--- config.mk ---
export PLATFORM = sky130hd
export DESIGN_NAME = jp_io_sequencer_flat
export DESIGN_NICKNAME = d
export VERILOG_FILES = /design/src/rtl/jp_io_sequencer_if.sv /design/src/rtl/jp_io_sequencer.sv /design/src/flat_wrapper.sv
export SDC_FILE = /design/constraint.sdc
export NUM_CORES = 1
export LEC_CHECK = 0
export BUFFER_PORTS_ARGS = -buffer_cell sky130_fd_sc_hd__buf_4
export CORE_AREA = 2 2 107 109
export DETAILED_ROUTE_END_ITERATION = 7
export DIE_AREA = 0 0 109 111
export PLACE_DENSITY = 0.44
export SYNTH_ARGS = -nofsm -noshare
export SYNTH_HDL_FRONTEND = slang
export SYNTH_SLANG_ARGS = --single-unit
--- constraint.sdc ---
create_clock -name clk -period 2.3 [get_ports clk]
set_clock_uncertainty 0.05 [all_clocks]
set_input_delay 0.115 -clock clk [delete_from_list [all_inputs] [get_ports clk]]
set_output_delay 0.115 -clock clk [all_outputs]
set_load 0.01 [all_outputs]
--- src/rtl/jp_io_sequencer_if.sv ---
// jp_io_sequencer_if: decoder strobe, operand fetch, PC, I/O and A-load signals of the sequencer.
// master = sequencer side: takes start/class/cc/flags/reg_a and the acks, and drives requests and pulses.
// slave  = environment side: decoder, memory, PC, I/O bus and register file.
interface jp_io_sequencer_if;
    logic        start;
    logic        set_jpnn;
    logic        set_jpcc;
    logic        set_out_n_a;
    logic        set_in_a_n;
    logic [2:0]  cc;
    logic [7:0]  flags;
    logic [7:0]  reg_a;
    logic        mem_req;
    logic        mem_ack;
    logic [7:0]  mem_data;
    logic        pc_inc;
    logic        pc_load;
    logic [15:0] pc_value;
    logic        io_req;
    logic        io_wr;
    logic [15:0] io_addr;
    logic [7:0]  io_wdata;
    logic        io_ack;
    logic [7:0]  io_rdata;
    logic        a_load;
    logic [7:0]  a_value;
    logic        busy;
    logic        done;

    modport master (
        input  start, set_jpnn, set_jpcc, set_out_n_a, set_in_a_n, cc, flags, reg_a,
        input  mem_ack, mem_data, io_ack, io_rdata,
        output mem_req, pc_inc, pc_load, pc_value, io_req, io_wr, io_addr, io_wdata,
        output a_load, a_value, busy, done
    );

    modport slave (
        output start, set_jpnn, set_jpcc, set_out_n_a, set_in_a_n, cc, flags, reg_a,
        output mem_ack, mem_data, io_ack, io_rdata,
        input  mem_req, pc_inc, pc_load, pc_value, io_req, io_wr, io_addr, io_wdata,
        input  a_load, a_value, busy, done
    );
endinterface

--- src/rtl/jp_io_sequencer.sv ---
// jp_io_sequencer: sequences JP nn / JP cc,nn / OUT (n),A / IN A,(n) operand fetch, jump and I/O cycles.
// Ports: clk, reset (async, active-high), bus (jp_io_sequencer_if.master).
module jp_io_sequencer (
    input logic clk,
    input logic reset,
    jp_io_sequencer_if.master bus
);
    typedef enum logic [2:0] {IDLE, FETCH_LO, FETCH_HI, FETCH_N, IO, FINISH} state_t;
    state_t state;
    logic uncond, is_out, sel, cond;
    logic [2:0] cc_q;
    logic [7:0] lo;
    // cc[2:1] picks the flag (Z, C, P/V, S); cc[0] is the value that makes the condition true.
    always_comb begin
        sel = cc_q[2] ? (cc_q[1] ? bus.flags[7] : bus.flags[2]) : (cc_q[1] ? bus.flags[0] : bus.flags[6]);
        cond = uncond | (sel == cc_q[0]);
    end
    // mem_req is only ever high in fetch states, so this also gates off stray acks.
    assign bus.pc_inc = bus.mem_req & bus.mem_ack;
    always_ff @(posedge clk or posedge reset) begin
        if (reset) begin
            state <= IDLE;
            uncond <= 1'b0;
            is_out <= 1'b0;
            cc_q <= '0;
            lo <= '0;
            bus.mem_req <= 1'b0;
            bus.io_req <= 1'b0;
            bus.io_wr <= 1'b0;
            bus.pc_load <= 1'b0;
            bus.a_load <= 1'b0;
            bus.busy <= 1'b0;
            bus.done <= 1'b0;
            bus.pc_value <= '0;
            bus.io_addr <= '0;
            bus.io_wdata <= '0;
            bus.a_value <= '0;
        end else begin
            bus.pc_load <= 1'b0;
            bus.a_load <= 1'b0;
            bus.done <= 1'b0;
            case (state)
                IDLE: if (bus.start && $onehot({bus.set_jpnn, bus.set_jpcc, bus.set_out_n_a, bus.set_in_a_n})) begin
                    uncond <= bus.set_jpnn;
                    is_out <= bus.set_out_n_a;
                    cc_q <= bus.cc;
                    bus.io_wdata <= bus.reg_a;
                    bus.mem_req <= 1'b1;
                    bus.busy <= 1'b1;
                    state <= (bus.set_jpnn || bus.set_jpcc) ? FETCH_LO : FETCH_N;
                end
                FETCH_LO: if (bus.mem_ack) begin
                    lo <= bus.mem_data;
                    state <= FETCH_HI;
                end
                FETCH_HI: if (bus.mem_ack) begin
                    bus.mem_req <= 1'b0;
                    bus.pc_value <= {bus.mem_data, lo};
                    bus.pc_load <= cond;
                    bus.done <= 1'b1;
                    state <= FINISH;
                end
                FETCH_N: if (bus.mem_ack) begin
                    bus.mem_req <= 1'b0;
                    bus.io_req <= 1'b1;
                    bus.io_wr <= is_out;
                    bus.io_addr <= {bus.io_wdata, bus.mem_data};
                    state <= IO;
                end
                IO: if (bus.io_ack) begin
                    bus.io_req <= 1'b0;
                    bus.io_wr <= 1'b0;
                    if (!is_out) begin
                        bus.a_value <= bus.io_rdata;
                        bus.a_load <= 1'b1;
                    end
                    bus.done <= 1'b1;
                    state <= FINISH;
                end
                FINISH: begin
                    bus.busy <= 1'b0;
                    state <= IDLE;
                end
                default: state <= IDLE;
            endcase
        end
    end
endmodule

--- src/flat_wrapper.sv ---
// flat-port wrapper written by rule: the top's interface ports become plain ports
module jp_io_sequencer_flat 
  (clk, reset, bus_start, bus_set_jpnn, bus_set_jpcc, bus_set_out_n_a, bus_set_in_a_n, bus_cc, bus_flags, bus_reg_a, bus_mem_ack, bus_mem_data, bus_io_ack, bus_io_rdata, bus_mem_req, bus_pc_inc, bus_pc_load, bus_pc_value, bus_io_req, bus_io_wr, bus_io_addr, bus_io_wdata, bus_a_load, bus_a_value, bus_busy, bus_done);
  jp_io_sequencer_if bus_i ();
  input logic clk;
  input logic reset;
  input wire logic [$bits(bus_i.start)-1:0] bus_start;
  input wire logic [$bits(bus_i.set_jpnn)-1:0] bus_set_jpnn;
  input wire logic [$bits(bus_i.set_jpcc)-1:0] bus_set_jpcc;
  input wire logic [$bits(bus_i.set_out_n_a)-1:0] bus_set_out_n_a;
  input wire logic [$bits(bus_i.set_in_a_n)-1:0] bus_set_in_a_n;
  input wire logic [$bits(bus_i.cc)-1:0] bus_cc;
  input wire logic [$bits(bus_i.flags)-1:0] bus_flags;
  input wire logic [$bits(bus_i.reg_a)-1:0] bus_reg_a;
  input wire logic [$bits(bus_i.mem_ack)-1:0] bus_mem_ack;
  input wire logic [$bits(bus_i.mem_data)-1:0] bus_mem_data;
  input wire logic [$bits(bus_i.io_ack)-1:0] bus_io_ack;
  input wire logic [$bits(bus_i.io_rdata)-1:0] bus_io_rdata;
  output wire logic [$bits(bus_i.mem_req)-1:0] bus_mem_req;
  output wire logic [$bits(bus_i.pc_inc)-1:0] bus_pc_inc;
  output wire logic [$bits(bus_i.pc_load)-1:0] bus_pc_load;
  output wire logic [$bits(bus_i.pc_value)-1:0] bus_pc_value;
  output wire logic [$bits(bus_i.io_req)-1:0] bus_io_req;
  output wire logic [$bits(bus_i.io_wr)-1:0] bus_io_wr;
  output wire logic [$bits(bus_i.io_addr)-1:0] bus_io_addr;
  output wire logic [$bits(bus_i.io_wdata)-1:0] bus_io_wdata;
  output wire logic [$bits(bus_i.a_load)-1:0] bus_a_load;
  output wire logic [$bits(bus_i.a_value)-1:0] bus_a_value;
  output wire logic [$bits(bus_i.busy)-1:0] bus_busy;
  output wire logic [$bits(bus_i.done)-1:0] bus_done;
  assign bus_i.start = bus_start;
  assign bus_i.set_jpnn = bus_set_jpnn;
  assign bus_i.set_jpcc = bus_set_jpcc;
  assign bus_i.set_out_n_a = bus_set_out_n_a;
  assign bus_i.set_in_a_n = bus_set_in_a_n;
  assign bus_i.cc = bus_cc;
  assign bus_i.flags = bus_flags;
  assign bus_i.reg_a = bus_reg_a;
  assign bus_i.mem_ack = bus_mem_ack;
  assign bus_i.mem_data = bus_mem_data;
  assign bus_i.io_ack = bus_io_ack;
  assign bus_i.io_rdata = bus_io_rdata;
  assign bus_mem_req = bus_i.mem_req;
  assign bus_pc_inc = bus_i.pc_inc;
  assign bus_pc_load = bus_i.pc_load;
  assign bus_pc_value = bus_i.pc_value;
  assign bus_io_req = bus_i.io_req;
  assign bus_io_wr = bus_i.io_wr;
  assign bus_io_addr = bus_i.io_addr;
  assign bus_io_wdata = bus_i.io_wdata;
  assign bus_a_load = bus_i.a_load;
  assign bus_a_value = bus_i.a_value;
  assign bus_busy = bus_i.busy;
  assign bus_done = bus_i.done;
  jp_io_sequencer u_core (.clk(clk), .reset(reset), .bus(bus_i));
endmodule
; After elaboration in Yosys (flattened, before gate mapping)
; Index checks and enable logic that the tools add are counted.
[totals]
reg_bits = 71
inputBits = 44
[classes]
add_sub_neg = 3
n_eq_ne = 13
n_mux = 27
n_bitwise = 3
n_reduce_logical = 16
[ops]
columns = op, count
row1 = $mux 1, 15
row2 = $mux 3, 5
row3 = $pmux 3 s5, 1
row4 = $pmux 1 s2, 5
row5 = $reduce_and 2->1, 5
row6 = $reduce_and 3->1, 3
row7 = $ne 2x2->1 const B, 4
row8 = $eq 3x1->1 const B, 2
row9 = $eq 3x2->1 const B, 2
row10 = $eq 3x3->1 const B, 2
row11 = $reduce_bool 2->1, 3
row12 = $reduce_and 5->1, 1
row13 = $add 1x1->2, 2
row14 = $ne 2x1->1 const B, 2
row15 = $add 3x3->3, 1
row16 = $logic_not 3->1, 1
row17 = $mux 2, 1
row18 = $reduce_or 2->1, 1
row19 = $and 1x1->1, 1
row20 = $eq 1x1->1, 1
row21 = $logic_and 1x1->1, 1
row22 = $logic_or 1x1->1, 1
row23 = $not 1->1, 1
row24 = $or 1x1->1, 1

; Logic depth before layout (Yosys ltp)
; Gate-level depths: netlist (run 1).
[logic_depth]
word_depth = 6
ltp_mapped = 8

; Worst setup path after synthesis (run 1)
; OpenSTA, ideal clock, no wires.
[synth_path]
kind = in2reg
start = in bus_set_jpcc
end = reg u_core.bus.io_wdata[0]
arrival_time_ns = 2.109
t_required_ns = 2.125
slack_ns = 0.016
stages = 8
path_buffers = 1
path_cell_list = inv_1 ha_1 ha_1 fa_1 nand4bb_1 nor4_4 buf_6 mux2_2
[synth_via]
elab_chain_len = 5
[synth_lines]
columns = item, line_no
row1 = from (decl), flat_wrapper.sv:9  ; input wire logic [$bits(bus_i.set_jpcc)-1:0] bus_set_jpcc;
row2 = $add 1x1->2 (implied by the code), jp_io_sequencer.sv:43  ; IDLE: if (bus.start && $onehot({bus.set_jpnn, bus.set_jpcc, bus.set_out_n_a, bus.set_in_a_n})) begin
row3 = $add 3x3->3 (implied by the code), jp_io_sequencer.sv:43
row4 = $eq 3x1->1, jp_io_sequencer.sv:43
row5 = $logic_and 1x1->1, jp_io_sequencer.sv:43
row6 = $reduce_and 2->1 (no source line), n/a
row7 = to (signal assigned), jp_io_sequencer.sv:47  ; bus.io_wdata <= bus.reg_a;
row8 = to (decl), jp_io_sequencer_if.sv:33  ; output mem_req, pc_inc, pc_load, pc_value, io_req, io_wr, io_addr, io_wdata,
; No other way between the ends.
; A chain may end at the register's enable or synchronous reset.

; Worst setup path in the final report (run 1)
[layout_path]
start = in bus_set_in_a_n
end = reg u_core.cc_q[0]
[layout_via]
elab_chain_len = 5
[layout_lines]
columns = item, line_no
row1 = from (decl), flat_wrapper.sv:11  ; input wire logic [$bits(bus_i.set_in_a_n)-1:0] bus_set_in_a_n;
row2 = $add 1x1->2 (implied by the code), jp_io_sequencer.sv:43
row3 = $add 3x3->3 (implied by the code), jp_io_sequencer.sv:43
row4 = $eq 3x1->1, jp_io_sequencer.sv:43
row5 = $logic_and 1x1->1, jp_io_sequencer.sv:43
row6 = $reduce_and 2->1 (no source line), n/a
row7 = to (signal assigned), jp_io_sequencer.sv:46  ; cc_q <= bus.cc;
row8 = to (decl), jp_io_sequencer.sv:11  ; logic [2:0] cc_q;
; No other way between the ends.

==> run summary, run 1 <==
Final setup fails - 0
Initial core utilization - 26.1%
Critical path class - primary input to flip-flop
Die Span Y - 111 um
Clock share of power - 24.5%
Register area share after synthesis - 61.4%
Power Total - 5.62 mW
Switching Fraction - 29.8%
CP endpoint kind - flip-flop
Global-route wire length before repair - 10,600 um
I/O pin total - 100
Fin util - 39.7%
Syn_nets - 228
Relative slew slack - 55.2%
Max Clock Freq - 0.486 GHz
Fin nets - 365
Part of the power in registers - 39.8%
Final critical-path required period - 2.06 ns
Post-synth EDFFs - 0
Hpwl dp - 4250 um
WP data arrival - 2.22 ns
Worst Reg-to-Reg Cells - 3
Clk_lat worst skew - 0.32 ns
Hold Crit Class - primary input to flip-flop
Asr flop ratio synth - 100%
GRT Util Overall - 11.6%
Die ar. - 12,100 um^2
Placeable Area - 11,100 um^2
VDD IR max - 596 uV
Yosys warnings - 0
FP Rows - 39
Via density - 4.20
Max Fanout on Critical Path - 5
Final Cycle Share - 89.5%
Combinational power share - 35.8%
Clock sinks - 71
Pwr dens - 1280 nW/um^2
P&R area growth vs syn - 52.1%
Commonest non-fill, non-tap cell in the layout - buf_4
Drt wl/cell - 13.6 um
Leakage power - 2.05 nW
DRC viols - 0
Worst reg2reg startpoint - u_core.state[2]
Synth Instances - 179
Unrepaired setup endpoints after global routing - no
Internal - 3.95 mW
Cell total after placement - 418
IO Port Bufs - 95
Worst-Margin Slew - 0.671 ns
Worst-path clk slew - 0.06 ns
Largest net degree at the start of global routing - 38
Antenna Nets Post-Route - 0
Sw Pwr - 1.68 mW
Hold Crit Start - bus_mem_ack
Die X - 109 um
Drt first pass iters - 4
Number of synthesized register bits - 71
Worst setup SP type - primary input
R2R Setup Slk - 0.56 ns
Number of global-route vias before repair - 2,024
Status - finished clean
CTS tree - done
Max clock buf depth - 2
DR vias - 1,947
Setup bufs post-CTS - 0
CTS root buffer - clkbuf_16
Worst Hold End - u_core.state[1]
Worst hold stages - 3
TritonCTS Buffers - 9
GP Congestion - 0.667
Mapped Area - 2890 um^2
Fin. Hold Viols - 0
Worst flop-to-flop path endpoint - u_core.bus.pc_value[8]
Post-Layout Cell Count - 464
TNS Setup - 0 ns
DR iter-0 viols - 53
Remaining Overflow, GRT - 0
Ant. Diodes - 0
Most frequent cells in the layout - buf_4 (102), dfrtp_1 (71), mux2_2 (61), dlygate4sd3_1 (30), clkbuf_16 (9)
Antenna violations before repair - 0
Worst EP required - 2.46 ns
Max-cap violation count - 0
Fin. max-slew vios - 0
Synth Flop Type - dfrtp_1
WL final - 6300 um
Synth unique cells - 30
Layout cells sized above 1 - 58.9%
Synthesized area per cell - 16.2 um^2
H-tree levels - 3
kinds of logic (layout without fill, tap and decap cells):
| group | Yosys count | in the layout | share of synthesized area, % |
|---|---|---|---|
| multiplexers | 62 | 62 | 24.5 |
| XOR/XNOR | 1 | 1 | 0.303 |
| AND/OR/NAND/NOR | 18 | 18 | 6.31 |
| flip-flops | 71 | 71 | 61.4 |
| buffers and inverters | 13 | 155 | 3.20 |
| adder cells (fa/ha/maj) | 5 | 5 | 2.42 |
| AO/OA/AOI/OAI | 9 | 9 | 1.86 |
power groups by stage:
stage                     sequential [mW]  clock (mW)  combinational (mW)
after global routing                 2.33        1.50                2.19
after floorplan                      2.38           0               0.912
after CTS                            2.25        1.43                2.06
final                                2.24        1.38                2.01
after global placement               2.25           0                2.00
after detailed placement             2.26           0                2.01
critical path, cell delays in order:
cell       delay (ns)
buf_4            0.11
ha_1             0.29
ha_1             0.21
fa_1             0.42
nand4bb_1        0.27
nor4_4           0.25
buf_4            0.22
mux2_2           0.33
synth_stat cells (2+ instances only):
master | n | area share, %
o21ai_0 | 5 | 0.86
buf_6 | 5 | 1.9
dfrtp_1 | 71 | 61
inv_1 | 4 | 0.52
buf_2 | 2 | 0.35
nand2_1 | 2 | 0.26
o21a_1 | 2 | 0.52
ha_1 | 4 | 1.7
mux2_2 | 61 | 24
nand2b_1 | 2 | 0.43
nand3b_1 | 2 | 0.52
per-stage QoR:
step / hold slack [ns] / instance area (um^2) / setup WS [ns]
2_1_floorplan: 0.215 / 2890 / 0.0162
3_3_place_gp: 0.203 / 3810 / -0.0693
3_5_place_dp: 0.191 / 3810 / -0.122
4_1_cts: 0.0728 / 4400 / 0.225
5_1_grt: 0.113 / 4400 / 0.135
6_report: 0.0870 / 4400 / 0.242
flip-flops by register name (all words and copies together), names as in the netlist, 3 cells and up:
name                 cells
u_core.bus.io_addr      16
u_core.bus.pc_value     16
u_core.bus.a_value       8
u_core.bus.io_wdata      8
u_core.lo                8
u_core.cc_q              3
u_core.state             3
metal layers:
layer / wire (um) / vias up / share of wire [%] / global-route usage [%]
met5: 0 / - / 0 / 0
met4: 119 / 0 / 1.9 / 4.62
met3: 399 / 7 / 6.3 / 3.88
met2: 2880 / 59 / 46 / 17.2
met1: 2910 / 970 / 46 / 15.4
li1: - / 911 / - / -
timing repair:
item	4_1_cts	5_1_grt
hold buffers	30	0
gates resized for setup	0	0
hold endpoints to repair	81	0
final cells by class:
| class | instances | area (um^2) |
|---|---|---|
| flip-flops and latches | 71 | 1780 |
| inverters | 5 | 20.0 |
| fillers | 1076 | 6670 |
| clock inverters | 7 | 71.3 |
| well taps | 143 | 179 |
| clock buffers | 9 | 225 |
| multi-input cells | 95 | 1020 |
| repair buffers | 134 | 1110 |
worst max path at each step:
stage	start	endpoint	slack, ns	cells after the start
2_1_floorplan	bus_set_jpcc	u_core.bus.io_wdata[0]	0.02	8
3_3_place_gp	bus_set_jpcc	u_core.is_out	-0.07	9
3_5_place_dp	bus_set_in_a_n	u_core.cc_q[0]	-0.12	8
4_1_cts	bus_set_in_a_n	u_core.cc_q[0]	0.23	8
5_1_grt	bus_set_in_a_n	u_core.is_out	0.14	8
6_report	bus_set_in_a_n	u_core.cc_q[0]	0.24	8
Note: power is estimated with default switching activity, not from simulation.
==> run 2, diff against run 1 <==
Settings changed: PLACE_DENSITY 0.44 to 0.46.
==> run summary, run 2 (same netlist as run 1, synthesis figures left out) <==
Status - finished clean (unchanged)
Max Fanout on Critical Path - 8 (was 5)
Fin util - 39.6% (was 39.7%)
CTS tree - done (unchanged)
Global-route wire length before repair - 10,800 um (was 10,600 um)
Multi-input gate area in the final layout - 1020 um^2 (unchanged)
Max Clock Freq - 0.505 GHz (was 0.486 GHz)
Regs by FF count - u_core.bus.io_addr x16, u_core.bus.pc_value x16 (unchanged)
Register Area - 1780 um^2 (unchanged)
Final critical-path required period - 1.98 ns (was 2.06 ns)
Critical path class - primary input to flip-flop (unchanged)
Worst Reg-to-Reg Cells - 2 (was 3)
Die ar. - 12,100 um^2 (unchanged)
VDD IR max - 438 uV (was 596 uV)
DRC viols - 0 (unchanged)
Fin. Hold Viols - 0 (unchanged)
GRT Util Overall - 11.9% (was 11.6%)
Worst-Margin Slew - 0.526 ns (was 0.671 ns)
Worst hold stages - 3 (unchanged)
WHS - 0.0735 ns (was 0.0870 ns)
DR iter-0 viols - 43 (was 53)
Layout cells sized above 1 - 59.3% (was 58.9%)
Largest stage delay, worst path - 0.42 ns (about the same)
Hold Crit Class - primary input to flip-flop (unchanged)
Setup bufs post-CTS - 0 (unchanged)
Relative slew slack - 64.9% (was 55.2%)
Worst path slowest cell - fa_1 (unchanged)
Remaining Overflow, GRT - 0 (unchanged)
Clock sinks - 71 (unchanged)
CP endpoint kind - flip-flop (unchanged)
Number of global-route vias before repair - 2,112 (was 2,024)
Initial core utilization - 26.1% (unchanged)
Clk_lat worst skew - 0.33 ns (was 0.32 ns)
Antenna violations before repair - 0 (unchanged)
TritonCTS Buffers - 9 (unchanged)
Die X - 109 um (unchanged)
Drt first pass iters - 3 (was 4)
Via density - 4.12 (was 4.20)
R2R Setup Slk - 0.53 ns (was 0.56 ns)
Fin. max-slew vios - 0 (unchanged)
Largest delay share family, worst path - adder cells (unchanged)
Worst Path Buf+Inv - 2 (unchanged)
I/O pin total - 100 (unchanged)
Commonest non-fill, non-tap cell in the layout - buf_4 (unchanged)
Max clock buf depth - 2 (unchanged)
IO Port Bufs - 95 (unchanged)
WL final - 6600 um (was 6300 um)
Fillers - 1,058 (was 1,076)
Worst-path clk slew - 0.06 ns (about the same)
FP Rows - 39 (unchanged)
Pwr dens - 1270 nW/um^2 (was 1280 nW/um^2)
Ant. Diodes - 0 (unchanged)
CTS root buffer - clkbuf_16 (unchanged)
GP Congestion - 0.709 (was 0.667)
Largest net degree at the start of global routing - 51 (was 38)
DR vias - 1,915 (was 1,947)
Fin nets - 366 (was 365)
Max-cap violation count - 0 (unchanged)
Final setup fails - 0 (unchanged)
Final Cycle Share - 86.2% (was 89.5%)
Leakage power - 2.04 nW (was 2.05 nW)
Unrepaired setup endpoints after global routing - no (unchanged)
H-tree levels - 3 (unchanged)
Worst setup SP type - primary input (unchanged)
WP data arrival - 2.15 ns (was 2.22 ns)
Worst EP required - 2.47 ns (was 2.46 ns)
Critical path depth - 8 (unchanged)
P&R area growth vs syn - 51.4% (was 52.1%)
Antenna Nets Post-Route - 0 (unchanged)
CP Cell Sequence - buf_4 -> ha_1 -> ha_1 -> fa_1 -> nand4bb_1 -> nor4_4 -> buf_4 -> mux2_2 (unchanged)
Placeable Area - 11,100 um^2 (unchanged)
Most frequent cells in the layout - buf_4 (105), dfrtp_1 (71), mux2_2 (61), dlygate4sd3_1 (29), clkbuf_16 (9) (was buf_4 (102), dfrtp_1 (71), mux2_2 (61), dlygate4sd3_1 (30), clkbuf_16 (9))
Hpwl dp - 4520 um (was 4250 um)
Drt wl/cell - 14.2 um (was 13.6 um)
Die Span Y - 111 um (unchanged)
## run 2: final cells by class
class / count / area share, %
clock buffers: 10 / 5.45
inverters: 5 / 0.428
well taps: 143 / 4.08
repair buffers: 135 / 25.1
flip-flops and latches: 71 / 40.5
multi-input cells: 95 / 23.4
clock inverters: 6 / 1.06
## run 2: where the power goes
part	internal [mW]	total, mW	switching (mW)
sequential	1.86	2.23	0.379
clock	0.762	1.31	0.546
combinational	1.25	2.02	0.770
total	3.87	5.56	1.69
## run 2: timing repair
item | 4_1_cts | 5_1_grt
endpoints found under the hold margin | 65 | 0
hold buffers | 29 | 0
resized for setup | 0 | 0
## run 2: worst paths after layout
path | end | startpoint
max in group asynchronous | u_core.bus.pc_value[0] | reset
max reg2reg | u_core.bus.pc_value[2] | u_core.state[0]
min in group asynchronous | u_core.bus.io_addr[13] | reset
min | u_core.state[1] | bus_mem_ack
min reg2reg | u_core.lo[7] | u_core.lo[7]
max | u_core.bus.io_wdata[6] | bus_set_in_a_n
## run 2: metal layers
metal  GRT usage (%)  up-vias  share of wire, %  routed length (um)
met2            18.3       55                47                3110
met3            4.76        6               6.4                 424
met5               0        -                 0                   0
met4            4.62        0               1.1                  71
li1                -      914                 -                   -
met1            15.0      940                45                3000
## run 2: worst reg2reg max path: stages (launching register included)
cell,delay [ns]
dfrtp_1,0.50
and4bb_2,0.70
mux2_2,0.41
## run 2: through the flow
stage                     area (um^2)  setup WS [ns]  setup TNS [ns]  cells  power, mW
after detailed placement         3810        -0.0582          -0.644    420       4.28
final                            4380          0.318               0    465       5.56
after global routing             4380          0.183               0    465       5.95
after floorplan                  2890         0.0162               0    179       3.29
after CTS                        4380          0.294               0    465       5.67
after global placement           3810        -0.0484          -0.478    420       4.24
